`config.mk`:
```
export PLATFORM = sky130hd
export DESIGN_NAME = multicycle_sequencer
export DESIGN_NICKNAME = d
export VERILOG_FILES = /design/src/rtl/isa_pkg.sv /design/src/rtl/multicycle_sequencer_stage_counter.sv /design/src/rtl/multicycle_sequencer.sv
export SDC_FILE = /design/constraint.sdc
export NUM_CORES = 1
export LEC_CHECK = 0
export BUFFER_PORTS_ARGS = -buffer_cell sky130_fd_sc_hd__buf_2
export CAP_MARGIN = 15
export CELL_PAD_IN_SITES_DETAIL_PLACEMENT = 1
export CELL_PAD_IN_SITES_GLOBAL_PLACEMENT = 1
export CORE_AREA = 5 5 51 86
export DETAILED_ROUTE_END_ITERATION = 8
export DIE_AREA = 0 0 56 91
export PLACE_DENSITY = 0.84
export SLEW_MARGIN = 20
export SYNTH_ARGS = -nofsm -noshare
export SYNTH_HDL_FRONTEND = slang
export SYNTH_HIERARCHICAL = 1
export SYNTH_SLANG_ARGS = --single-unit
```
`constraint.sdc`:
```
create_clock -name clk -period 3.3 [get_ports clk]
set_input_delay 0.66 -clock clk [delete_from_list [all_inputs] [get_ports clk]]
set_output_delay 0.66 -clock clk [all_outputs]
set_load 0.05 [all_outputs]
```
`src/rtl/isa_pkg.sv`:
```
`default_nettype none
// ============================================================================
// Module      : isa_pkg
// Description : Shared types for the multicycle CPU sequencer.
//               It holds the ALU flag layout, the sequencer state encoding and
//               the bit indices of each flag within the 5-bit flag bus.
// Revision    : 1.0 - initial release
// ============================================================================
package isa_pkg;

  // The flag bus is ordered {carry,lt,gt,equal,zero}, with zero at bit 0.
  localparam int FLAG_ZERO  = 0;
  localparam int FLAG_EQUAL = 1;
  localparam int FLAG_GT    = 2;
  localparam int FLAG_LT    = 3;
  localparam int FLAG_CARRY = 4;

  typedef struct packed {
    logic carry;
    logic lt;
    logic gt;
    logic equal;
    logic zero;
  } flag_t;

  typedef enum logic [1:0] {
    RUN    = 2'd0,
    HALTED = 2'd1,
    PAUSED = 2'd2
  } seq_state_e;

endpackage : isa_pkg
`default_nettype wire

```
`src/rtl/multicycle_sequencer_stage_counter.sv`:
```
`default_nettype none
// ============================================================================
// Module      : stage_counter
// Description : A counter of width W that counts 0..N-1 and then wraps to 0.
//               It advances only while en is high. The wrap output is
//               combinational: it is high on the enabled cycle that wraps the
//               count from N-1 back to 0.
// Ports       : clk, reset (sync, active-high), en -> count[W-1:0], wrap
// Revision    : 1.0 - initial release
// ============================================================================
module stage_counter #(
  parameter int N = 4,
  parameter int W = 2
) (
  input  logic         clk,
  input  logic         reset,
  input  logic         en,
  output logic [W-1:0] count,
  output logic         wrap
);

  logic [W-1:0] count_q;
  logic [W-1:0] count_d;
  logic         at_top;

  assign at_top = (count_q == W'(N - 1));
  assign wrap   = en && at_top;
  assign count  = count_q;

  always_comb begin
    count_d = count_q;
    if (en) begin
      count_d = at_top ? '0 : count_q + W'(1);
    end
  end

  always_ff @(posedge clk) begin
    if (reset) begin
      count_q <= '0;
    end else begin
      count_q <= count_d;
    end
  end

endmodule : stage_counter
`default_nettype wire

```
`src/rtl/multicycle_sequencer.sv`:
```
`default_nettype none
// ============================================================================
// Module      : multicycle_sequencer
// Description : Timing and state core for the multicycle CPU.
//               It generates the per-instruction stage count, captures the
//               ALU flags in FLAG_STAGE, and updates the mode bit at the end
//               of each instruction. It counts retired instructions and
//               detects the halt PC.
//               Optional macro STEP_DEBUG_EN adds a PAUSED state and a
//               step_req input that together give single-step execution.
// Ports       : clk, reset (sync, active-high), stall, prog_ctr[D-1:0],
//               alu_flags[4:0], mode_we, mode_next, [step_req]
//               -> stage[SW-1:0], last_stage, flags_q[4:0], mode_q, done,
//                  retired[CW-1:0]
// Revision    : 1.0 - initial release
// ============================================================================
module multicycle_sequencer
  import isa_pkg::*;
#(
  parameter int          STAGES     = 4,
  parameter int          SW         = $clog2(STAGES),
  parameter int          D          = 12,
  parameter logic [D-1:0] HALT_ADDR = {D{1'b1}},
  parameter int          FLAG_STAGE = 2,
  parameter int          CW         = 16
) (
  input  logic          clk,
  input  logic          reset,
  input  logic          stall,
  input  logic [D-1:0]  prog_ctr,
  input  logic [4:0]    alu_flags,
  input  logic          mode_we,
  input  logic          mode_next,
`ifdef STEP_DEBUG_EN
  input  logic          step_req,
`endif
  output logic [SW-1:0] stage,
  output logic          last_stage,
  output logic [4:0]    flags_q,
  output logic          mode_q,
  output logic          done,
  output logic [CW-1:0] retired
);

  seq_state_e    state_q, state_d;
  flag_t         flags_d;
  logic          mode_d;
  logic          done_q, done_d;
  logic [CW-1:0] retired_q, retired_d;

  logic          halt_hit;
  logic          adv;
  logic          instr_end;   // the last stage is advancing, so the instruction completes

  // Halt is sampled at stage 0, so a stall cannot hide it. The stage counter
  // is blocked on that cycle, which keeps the stage at 0 and stops any capture.
  assign halt_hit = (state_q != HALTED) && (stage == '0) && (prog_ctr == HALT_ADDR);
  assign adv      = (state_q == RUN) && !stall && !halt_hit;

  stage_counter #(
    .N (STAGES),
    .W (SW)
  ) u_stage_counter (
    .clk   (clk),
    .reset (reset),
    .en    (adv),
    .count (stage),
    .wrap  (instr_end)
  );

  assign last_stage = (stage == SW'(STAGES - 1)) && (state_q == RUN);
  assign done       = done_q;
  assign retired    = retired_q;

  always_comb begin
    state_d   = state_q;
    done_d    = done_q;
    mode_d    = mode_q;
    retired_d = retired_q;
    flags_d   = flag_t'(flags_q);

    if (adv && (stage == SW'(FLAG_STAGE))) begin
      flags_d.carry = alu_flags[FLAG_CARRY];
      flags_d.lt    = alu_flags[FLAG_LT];
      flags_d.gt    = alu_flags[FLAG_GT];
      flags_d.equal = alu_flags[FLAG_EQUAL];
      flags_d.zero  = alu_flags[FLAG_ZERO];
    end

    if (instr_end) begin
      retired_d = retired_q + CW'(1);
      if (mode_we) begin
        mode_d = mode_next;
      end
    end

    case (state_q)
      RUN: begin
        if (halt_hit) begin
          state_d = HALTED;
          done_d  = 1'b1;
        end
`ifdef STEP_DEBUG_EN
        else if (instr_end) begin
          state_d = PAUSED;
        end
`endif
      end
`ifdef STEP_DEBUG_EN
      PAUSED: begin
        if (halt_hit) begin
          state_d = HALTED;
          done_d  = 1'b1;
        end else if (step_req) begin
          state_d = RUN;
        end
      end
`endif
      default: begin
        state_d = HALTED;
      end
    endcase
  end

  always_ff @(posedge clk) begin
    if (reset) begin
      state_q   <= RUN;
      flags_q   <= '0;
      mode_q    <= 1'b0;
      done_q    <= 1'b0;
      retired_q <= '0;
    end else begin
      state_q   <= state_d;
      flags_q   <= flags_d;
      mode_q    <= mode_d;
      done_q    <= done_d;
      retired_q <= retired_d;
    end
  end

endmodule : multicycle_sequencer
`default_nettype wire

```
# Word level (Yosys, flattened, before mapping)
# Index checks and enable logic that the tools add are counted.
dict set report word_totals {
  wordCells 29
  register_bits 26
  inputBits 22
}
dict set report op_classes {
  n_eq_ne 4
  n_mux 3
  addsub 2
  reduce_logical 13
  bitwise_logic 1
}
# op count
set op_table {}
lappend op_table {{$add 16x1->16 const B} 1}
lappend op_table {{$eq 12x12->1 const B} 1}
lappend op_table {{$logic_and 1x1->1} 7}
lappend op_table {{$eq 2x2->1 const B} 2}
lappend op_table {{$logic_not 2->1} 2}
lappend op_table {{$reduce_and 2->1} 2}
lappend op_table {{$add 2x1->2 const B} 1}
lappend op_table {{$logic_not 1->1} 2}
lappend op_table {{$mux 1} 2}
lappend op_table {{$mux 2} 1}
lappend op_table {{$ne 2x2->1 const B} 1}
lappend op_table {{$not 1->1} 1}

# Longest topological paths before layout
# Gate-level depths: netlist of the first run.
dict set report logic_depth {
  word_depth 7
  ltp_mapped 10
  mapped_depth_nobuf 8
}

# Modules after synthesis
# Netlist of the first run, hierarchy kept.
# mod cells_per_inst seq_area_each_um2 instances area_each_um2
set modules_own_cells {}
lappend modules_own_cells {multicycle_sequencer 115 480.5 1 1086.0}
lappend modules_own_cells {stage_counter 9 40.0 1 92.6}

# Worst setup path before layout of the first run
# No wires, ideal clock.
dict set report synth_timing {
  path_type {in2reg}
  startpoint {input prog_ctr[3]}
  endpoint {register retired_q[11] (netlist: retired[11])}
  required_ps 3177
  setup_slack_ps 692
  stages 9
  t_arrival_ps 2485
  setup_time_ps 123
  path_buffers 1
  cell_sequence {or4b_1 -> nor4_2 -> nor3_1 -> and2_1 -> buf_4 -> nand4_2 -> nor2_1 -> nand4_1 -> mux2_1}
}
dict set report synth_via {
  elab_chain_cells 5
}
# element line_no
set synth_rtl {}
lappend synth_rtl {{start: declaration} multicycle_sequencer.sv:30} ;# input logic [D-1:0] prog_ctr,
lappend synth_rtl {{$eq 12x12->1} multicycle_sequencer.sv:57} ;# assign halt_hit = (state_q != HALTED) && (stage == '0) && (prog_ctr == HALT_ADDR);
lappend synth_rtl {{$logic_and 1x1->1} multicycle_sequencer.sv:57}
lappend synth_rtl {{$logic_not 1->1} multicycle_sequencer.sv:58} ;# assign adv = (state_q == RUN) && !stall && !halt_hit;
lappend synth_rtl {{$logic_and 1x1->1} multicycle_sequencer.sv:58}
lappend synth_rtl {{net adv} multicycle_sequencer.sv:52} ;# logic adv;
lappend synth_rtl {{$logic_and 1x1->1} multicycle_sequencer_stage_counter.sv:27} ;# assign wrap = en && at_top;
lappend synth_rtl {{net instr_end} multicycle_sequencer.sv:53} ;# logic instr_end;
lappend synth_rtl {{end signal: assignment} multicycle_sequencer.sv:137} ;# retired_q <= retired_d;
lappend synth_rtl {{end: declaration} multicycle_sequencer.sv:49} ;# logic [CW-1:0] retired_q, retired_d;
# The timed path passes the listed nets, and every way through them passes these cells.
# A chain may end at the register's enable or synchronous reset.

# Worst setup path in the final report of the first run
dict set report layout_timing {
  startpoint {input prog_ctr[3]}
  endpoint {register retired_q[15] (netlist: retired[15])}
}
# The elaborated chain is that of the path after synthesis.

==> impl_metrics.ini, run 1 <==
[status]
status = finished clean

[sta]
holdWs_ns = 0.470
timing.final.crit_share_pct = 78.4
grt_setup_unrepaired = false
hold_viol_final = 0
worst_slew_pin_slew_ns = 0.473
period_needed_ns = 2.59
max_freq_ghz = 0.387
final.setup.tns_ns = 0
maxSlewHeadroom_pct = 68.3
drv_slew = 0
finalSetupViolCount = 0
skew_ns = 0.00982

[logic_synthesis]
ys_types = 36
syn_inst = 124
avgSynthCellArea_um2 = 9.51
yosys_warnings = 6
syn-cell-area_mm2 = 0.00118
async_flop_share_pct = 0
synth_top_area_share_pct = 44.2
synthFlopType = dfxtp_1
synth_edf_count = 0
yosysSeqAreaShare_pct = 44.2
synth_area_leaders = dfxtp_1 44%, nor2_1 7.3%, mux2i_1 5.9%
synth_nets = 148
synth_seq_cells = 26
synth_area_leader_cell = dfxtp_1

[critical_path]
cp.arrival_ns = 2.80
critical_path_class = input port to register
cp.required_ns = 3.51
path_max_fanout = 7
crit_path_end_kind = register
crit_path_start_kind = input port

[cts]
numCtsBuffers = 3
cts.sinks = 26
ctsResizeCount = 0
cts_tree = yes
cts_max_level = 1
path_clk_slew_ns = 0.10
clk-insertion-delay-late_ns = 0.27
cts_buffer_depth = 2
holdBufCountCts = 0
cts_root_buffer = clkbuf_8
cts_setup_buffers = 0

[run]
drv_cap = 0

[global_routing]
grt_max_degree = 28
antenna_found_initial = 0
grtUsageTotal_pct = 12.2
grt_pass1_vias = 1191
grt_pass1_wl_mm = 5.20
grt-ovfl-total = 0

[route]
wire_per_inst_um = 13.7
viasPerCell = 5.02
ant_nets = 0
drtPass1Iterations = 4
first_iter_violations = 21
drc = 0
routed_wirelength_mm = 2.97
num_vias = 1084

[placed_design]
hpwlAfterDp_mm = 2.34
placed_area_mm2 = 0.00145
dp_cells = 212
place.gp.congestion = 0.826
io_buffers = 47

[final_layout]
antennaDiodeCount = 0
fin_nets = 195
most-common-layout-cells = 47 x buf_2, 26 x dfxtp_1, 23 x nor2_1, 7 x nand2_1, 7 x mux2i_1
drive_gt1_share_pct = 34.1
design_area_mm2 = 0.00152
final_cells = 216
mostFrequentLayoutCell = buf_2
areaGrowthSynthToFinish_pct = 28.9

[pwr]
switching_share_pct = 21.4
netSwitchingPower_w = 0.000135
p_comb_share_pct = 7.7
powerDensity_mw_per_mm2 = 417
pwr-share-clk_pct = 41.7
vdd_drop_max_mv = 0.275
p_leak_nw = 0.667
p_int_w = 0.000498
seqPwrFrac_pct = 50.7

[die]
io_pins = 48
fp.dieArea_mm2 = 0.00510
core_area_mm2 = 0.00359
start_util_pct = 32.8
die_y_um = 91
rows = 29
die_width_um = 56

[min_path]
hold_path.class = register to register
[cells in the mapped netlist (all sizes together) (2+ instances only)]
library cell,n
and4,3
nand3,4
nor2,23
xnor2,5
ha,2
a21oi,6
inv,3
or4b,2
nor3,3
nand4,7
mux2i,7
xor2,5
buf,2
dfxtp,26
nand2,7
clkbuf,3
[cell type report]
class / instances / area, um^2
Fill cell: 442 / 2070
Multi-Input combinational cell: 90 / 623
Sequential cell: 26 / 520
Timing Repair Buffer: 47 / 235
Tap cell: 46 / 57.6
Clock buffer: 3 / 41.3
Clock inverter: 1 / 30.0
Inverter: 3 / 11.3
[per-layer routing]
layer  GRT usage [%]  share of wire, %
met3            3.55               8.8
met5               0                 0
met2            21.3                48
met1            13.4                41
met4            5.54               1.7
[registers in the layout, indices dropped and copies added, names as in the netlist]
name                   count
done                       1
mode_q                     1
u_stage_counter/count      2
retired                   16
flags_q                    5
state_q                    1
[stage by stage]
stage	total power, W	util (%)	setup slack (ns)
floorplan	0.000358	-	0.692
CTS	0.000643	42.3	0.689
detailed placement	0.000378	40.3	0.421
global placement	0.000375	40.3	0.552
global route	0.000660	42.3	0.443
finish	0.000634	42.3	0.714
[kinds of logic after synthesis]
| family | after synthesis | synth area share, % |
|---|---|---|
| AO/OA/AOI/OAI | 10 | 5.20 |
| XOR/XNOR | 10 | 7.43 |
| adder cells (fa/ha/maj) | 2 | 2.12 |
| buffers and inverters | 8 | 2.97 |
| flip-flops | 26 | 44.2 |
| multiplexers | 8 | 6.90 |
| AND/OR/NAND/NOR | 60 | 31.2 |
[critical path, stage by stage]
cell,delay (ns)
buf_2,0.09
or4b_1,0.16
nor4_2,0.06
nor3_1,0.34
and2_1,0.36
nand4_2,0.22
nor3_1,0.29
or4b_1,0.46
a21oi_1,0.15
[power by group through the flow]
stage	clock, W	combinational, W	sequential (W)
after floorplan	0	0.0000177	0.000340
after global placement	0	0.0000473	0.000328
after detailed placement	0	0.0000494	0.000329
after CTS	0.000272	0.0000496	0.000321
after global routing	0.000284	0.0000532	0.000322
final	0.000264	0.0000486	0.000321
[worst paths after layout]
check	end	cells past startpoint	slack, ns	from
max reg2reg	retired[15]	8	0.72	u_stage_counter/count[0]
min reg2reg	mode_q	2	0.47	mode_q
max	retired[15]	9	0.71	prog_ctr[3]
min	mode_q	2	0.47	mode_q
Power figures use the tool's default switching activity.
==> inputs of run 2 (changes only) <==
==> constraint.sdc (replaced) <==
create_clock -name clk -period 2.44 [get_ports clk]
set_input_delay 0.488 -clock clk [delete_from_list [all_inputs] [get_ports clk]]
set_output_delay 0.488 -clock clk [all_outputs]
set_load 0.05 [all_outputs]
==> run 2 against run 1 <==
  * Clock power up 5%
  * Cell count up 1.9%
  * Non-clock buffer count rose by 4
  * Routed wire length up 9.8%
  * Sequential power is 36% higher
==> impl_metrics.ini, run 2 (synthesized netlist as in run 1, its figures left out) <==
[global_routing]
met3_usage_pct = 2.84
grt_pass1_vias = 1227
antenna_found_initial = 0
grtUsageTotal_pct = 13.3
grt.met2_usage_pct = 24.7
grt_busiest_layer = met2
grt_pass1_wl_mm = 5.62
use_met1_pct = 14.0
grt-ovfl-total = 0
grt_max_degree = 28

[pwr]
p_comb_share_pct = 8.6
p_leak_nw = 0.683
netSwitchingPower_w = 0.000181
total_power_w = 0.000780
switching_share_pct = 23.1
powerDensity_mw_per_mm2 = 507
seqPwrFrac_pct = 55.8
vdd_drop_max_mv = 0.195
pwr-share-clk_pct = 35.6
p_int_w = 0.000600

[die]
fp.dieArea_mm2 = 0.00510
io_pins = 48
die_width_um = 56
die_y_um = 91
start_util_pct = 32.8
rows = 29
core_area_mm2 = 0.00359

[critical_path]
crit_path_cell_trace = or4b_1 -> nor4_2 -> nor3_2 -> and2_1 -> and4_1 -> buf_4 -> nand3_1 -> xor2_1 -> nor2_1
crit_slowest_cell = or4b_1
cp-endpoint = retired[6]
worstSetupStartpoint = state_q[0]
r2r_end = retired[6]
path_buf_inv = 1
rr_worst_depth = 9
cp_top_family = simple AND/OR/NAND/NOR gates
crit_path_start_kind = register
cpPeakStageDelay_ns = 0.56
cp.arrival_ns = 2.41
r2r_start = state_q[0]
crit_path_end_kind = register
cp.required_ns = 2.59
rrSetupSlack_ns = 0.18
path_max_fanout = 5
critical_path_class = register to register
worstSetupPathDepth = 9

[sta]
drv_slew = 0
maxSlewHeadroom_pct = 66.1
hold_viol_final = 0
period_needed_ns = 2.26
timing.final.crit_share_pct = 92.5
holdWs_ns = 0.453
max_freq_ghz = 0.443
skew_ns = 0.00756
final.setup.tns_ns = 0
worst_slew_pin_slew_ns = 0.508
finalSetupViolCount = 0
grt_setup_unrepaired = false

[min_path]
hold_path.class = input port to register
hp-start = alu_flags[2]

[cts]
cts_max_level = 1
numCtsBuffers = 3
cts_tree = yes
path_clk_slew_ns = 0.09
cts_root_buffer = clkbuf_8
cts.sinks = 26
holdBufCountCts = 0
clk-insertion-delay-late_ns = 0.27
cts_buffer_depth = 2

[final_layout]
mostFrequentLayoutCell = buf_2
multiInputGateArea_um2 = 628
fin_nets = 199
final-seq-area_um2 = 523
drive_gt1_share_pct = 37.4
areaGrowthSynthToFinish_pct = 30.7
antennaDiodeCount = 0
fillers = 433
largest_register_ffs = 16
design_area_mm2 = 0.00154
most-common-layout-cells = 47 x buf_2, 24 x dfxtp_1, 23 x nor2_1, 7 x nand2_1, 7 x mux2i_1

[status]
status = finished clean

[placed_design]
placed_area_mm2 = 0.00148
place.gp.congestion = 0.747
hpwlAfterDp_mm = 2.58
io_buffers = 47

[route]
ant_nets = 0
drc = 0
num_vias = 1099
routed_wirelength_mm = 3.26
viasPerCell = 5.00
wire_per_inst_um = 14.8
first_iter_violations = 28
drtPass1Iterations = 3

[run]
drv_cap = 0
-- run 2: changes by cell type in the layout (fill, tap and decap cells not counted) --
cell	delta
buf_4	+4
dfxtp_1	-2
dfxtp_2	+2
bufinv_16	-1
clkbuf_8	+1
nor3_1	-1
nor3_2	+1
-- run 2: cell type report --
cell class | count | area share (%)
Multi-Input combinational cell | 90 | 40.8
Tap cell | 46 | 3.74
Sequential cell | 26 | 34.0
Inverter | 3 | 0.731
Clock buffer | 4 | 3.57
Timing Repair Buffer | 51 | 17.2
-- run 2: worst min-delay path by stage --
stage / endpoint / slack, ns / cells after the start
detailed placement: mode_q / 0.46 / 2
CTS: flags_q[3] / 0.45 / 3
global route: flags_q[3] / 0.48 / 3
finish: flags_q[2] / 0.45 / 3
floorplan: state_q[0] / 0.52 / 2
global placement: mode_q / 0.44 / 2
-- run 2: power by group through the flow --
stage | logic [W] | clock network, W | registers (W)
final | 0.0000674 | 0.000278 | 0.000435
after global routing | 0.0000738 | 0.000306 | 0.000436
after detailed placement | 0.0000676 | 0 | 0.000445
after floorplan | 0.0000240 | 0 | 0.000461
after CTS | 0.0000676 | 0.000289 | 0.000435
after global placement | 0.0000646 | 0 | 0.000444
-- run 2: metal layers --
layer / wire [um] / up-vias
met5: 0 / -
met4: 92 / 0
met3: 161 / 10
met2: 1830 / 34
met1: 1170 / 523
li1: - / 532
-- run 2: worst min-delay path: cells and delay by family --
| kind | cells | cell delay (ns) |
|---|---|---|
| buf+inv | 1 | 0.08 |
| simple gates | 1 | 0.08 |
| mux | 1 | 0.05 |
-- run 2: per-stage QoR --
stage / util [%] / setup slack (ns) / cells
floorplan: - / 0.0686 / 124
global placement: 41.2 / 0.117 / 216
detailed placement: 41.2 / -0.0456 / 216
CTS: 42.7 / 0.0786 / 220
global route: 42.9 / 0.0209 / 220
finish: 42.9 / 0.182 / 220
-- run 2: what timing repair did --
action,CTS,global route
setup buffers,0,0
resized for setup,0,1
endpoints found under the setup margin,0,3
==> inputs of run 3 (changes only) <==
--- a/config.mk
+++ b/config.mk
@@ -6,13 +6,13 @@
 export NUM_CORES = 1
 export LEC_CHECK = 0
 export BUFFER_PORTS_ARGS = -buffer_cell sky130_fd_sc_hd__buf_2
-export CAP_MARGIN = 15
 export CELL_PAD_IN_SITES_DETAIL_PLACEMENT = 1
 export CELL_PAD_IN_SITES_GLOBAL_PLACEMENT = 1
-export CORE_AREA = 5 5 51 86
+export CORE_AREA = 5 5 50 84
+export CTS_BUF_LIST = sky130_fd_sc_hd__clkbuf_4 sky130_fd_sc_hd__clkbuf_8
 export DETAILED_ROUTE_END_ITERATION = 8
-export DIE_AREA = 0 0 56 91
-export PLACE_DENSITY = 0.84
+export DIE_AREA = 0 0 55 89
+export PLACE_DENSITY = 0.87
 export SLEW_MARGIN = 20
 export SYNTH_ARGS = -nofsm -noshare
 export SYNTH_HDL_FRONTEND = slang
==> run 3 against run 2 <==
  * Register-to-register slack improved by 0.04 ns
  * Routed wire length is 1.8% lower
  * Worst hold slack worse by 0.0016 ns
  * Clock-buffer cell count decreased by 1
  * Die area fell by 3.9%
  * Utilization is 3.0 points higher
  * Critical path type unchanged
==> impl_metrics.ini, run 3 (synthesized netlist as in run 1, its figures left out) <==
[status]
status = finished clean

[cts]
cts_max_level = 1
path_clk_slew_ns = 0.09
holdBufCountCts = 0
cts.sinks = 26
cts_tree = yes
cts_setup_buffers = 0
cts_root_buffer = clkbuf_8
ctsResizeCount = 0
cts_buffer_depth = 2
numCtsBuffers = 3
clk-insertion-delay-late_ns = 0.27

[final_layout]
most-common-layout-cells = 47 x buf_2, 24 x dfxtp_1, 23 x nor2_1, 7 x nand2_1, 7 x mux2i_1
drive_gt1_share_pct = 37.1
fin_nets = 200
antennaDiodeCount = 0
mostFrequentLayoutCell = buf_2
final_cells = 220
largest_register_ffs = 16
areaGrowthSynthToFinish_pct = 32.2

[pwr]
p_leak_nw = 0.692
powerDensity_mw_per_mm2 = 554
vdd_drop_max_mv = 0.517

[critical_path]
crit_slowest_cell = or4b_1
cp.required_ns = 2.61
cp.arrival_ns = 2.39
crit_path_end_kind = register
crit_path_cell_trace = or4b_1 -> nor4_2 -> nor3_1 -> and2_1 -> and4_1 -> buf_4 -> nand3_1 -> xor2_1 -> nor2_1
crit_path_start_kind = register
r2r_end = retired[8]
rr_worst_depth = 9
critical_path_class = register to register
rrSetupSlack_ns = 0.22
cp_top_family = simple AND/OR/NAND/NOR gates
path_buf_inv = 1
r2r_start = state_q[0]
cpPeakStageDelay_ns = 0.55
path_max_fanout = 5

[min_path]
hold_path.class = input port to register
hold_path_depth = 3
hp-start = alu_flags[3]
hold_path_end = flags_q[3]

[global_routing]
grt_pass1_wl_mm = 5.05
grt-ovfl-total = 0
grtUsageTotal_pct = 13.9
grt_max_degree = 16
grt_pass1_vias = 1162
antenna_found_initial = 0

[placed_design]
place.gp.congestion = 0.780
dp_cells = 216
hpwlAfterDp_mm = 2.55
dp_slack_ns = 0.115
io_buffers = 47

[die]
die_y_um = 89
io_pins = 48
fp.dieArea_mm2 = 0.00490
core_area_mm2 = 0.00340
start_util_pct = 34.7
die_width_um = 55
rows = 28

[route]
wl_met3_um = 300
drtPass1Iterations = 4
ant_nets = 0
viasPerCell = 5.07
drc = 0
dr_wl_met2_mm = 1.67
first_iter_violations = 6
num_vias = 1116
wl_met1_mm = 1.17
routed_wirelength_mm = 3.20
wire_per_inst_um = 14.6
top_layer = met4

[sta]
grt_setup_unrepaired = false
final.setup.tns_ns = 0
skew_ns = 0.00888
finalSetupViolCount = 0
timing.final.crit_share_pct = 91.0
holdWs_ns = 0.452
period_needed_ns = 2.22
worst_slack_ns = 0.219
hold_viol_final = 0
max_freq_ghz = 0.450
worst_slew_pin_slew_ns = 0.488
drv_slew = 0
maxSlewHeadroom_pct = 67.3

[run]
drv_cap = 0
==> run 3: cell types whose count changed in the layout (fill, tap and decap cells not counted), sizes merged <==
| cell | change |
|---|---|
| buf | +1 |
| bufinv | +1 |
| clkbuf | -1 |
==> run 3: worst max path at each step <==
stage / from / depth (start not counted) / end
global route: state_q[0] / 8 / retired[15]
floorplan: u_stage_counter/count[0] / 10 / retired[14]
CTS: state_q[0] / 9 / retired[8]
global placement: prog_ctr[3] / 10 / retired[10]
detailed placement: prog_ctr[3] / 10 / retired[8]
finish: state_q[0] / 9 / retired[8]
==> run 3: cell type report <==
cell class | instances | area [um^2]
inverter | 3 | 11.3
tap | 45 | 56.3
timing repair buffer | 52 | 273
sequential | 26 | 523
multi-input combinational | 90 | 623
fill | 433 | 1840
clock inverter | 1 | 30.0
clock buffer | 3 | 41.3
==> run 3: layer usage <==
| metal | global-route usage (%) | vias up |
|---|---|---|
| met5 | 0 | - |
| met4 | 5.53 | 0 |
| li1 | - | 536 |
| met2 | 25.8 | 48 |
| met3 | 3.01 | 7 |
| met1 | 14.3 | 525 |
==> run 3: stage by stage <==
stage	power (W)	util [%]	cell area, um^2
floorplan	0.000485	-	1180
global placement	0.000511	43.7	1490
detailed placement	0.000516	43.7	1490
CTS	0.000874	45.8	1560
global route	0.000894	45.8	1560
finish	0.000863	45.8	1560
==> run 3: worst reg2reg max path, cell delays in order, from the launching register on <==
cell     delay, ns
dfxtp_1       0.37
or4b_1        0.55
nor4_2        0.25
nor3_1        0.11
and2_1        0.19
and4_1        0.18
buf_4         0.16
nand3_1       0.09
xor2_1        0.17
nor2_1        0.06
==> run 3: power by group <==
part / leakage [nW] / internal [W] / switching (W)
combinational: 0.446 / 0.0000283 / 0.0000416
sequential: 0.211 / 0.000429 / 0.00000602
clock: 0.0357 / 0.000220 / 0.000138
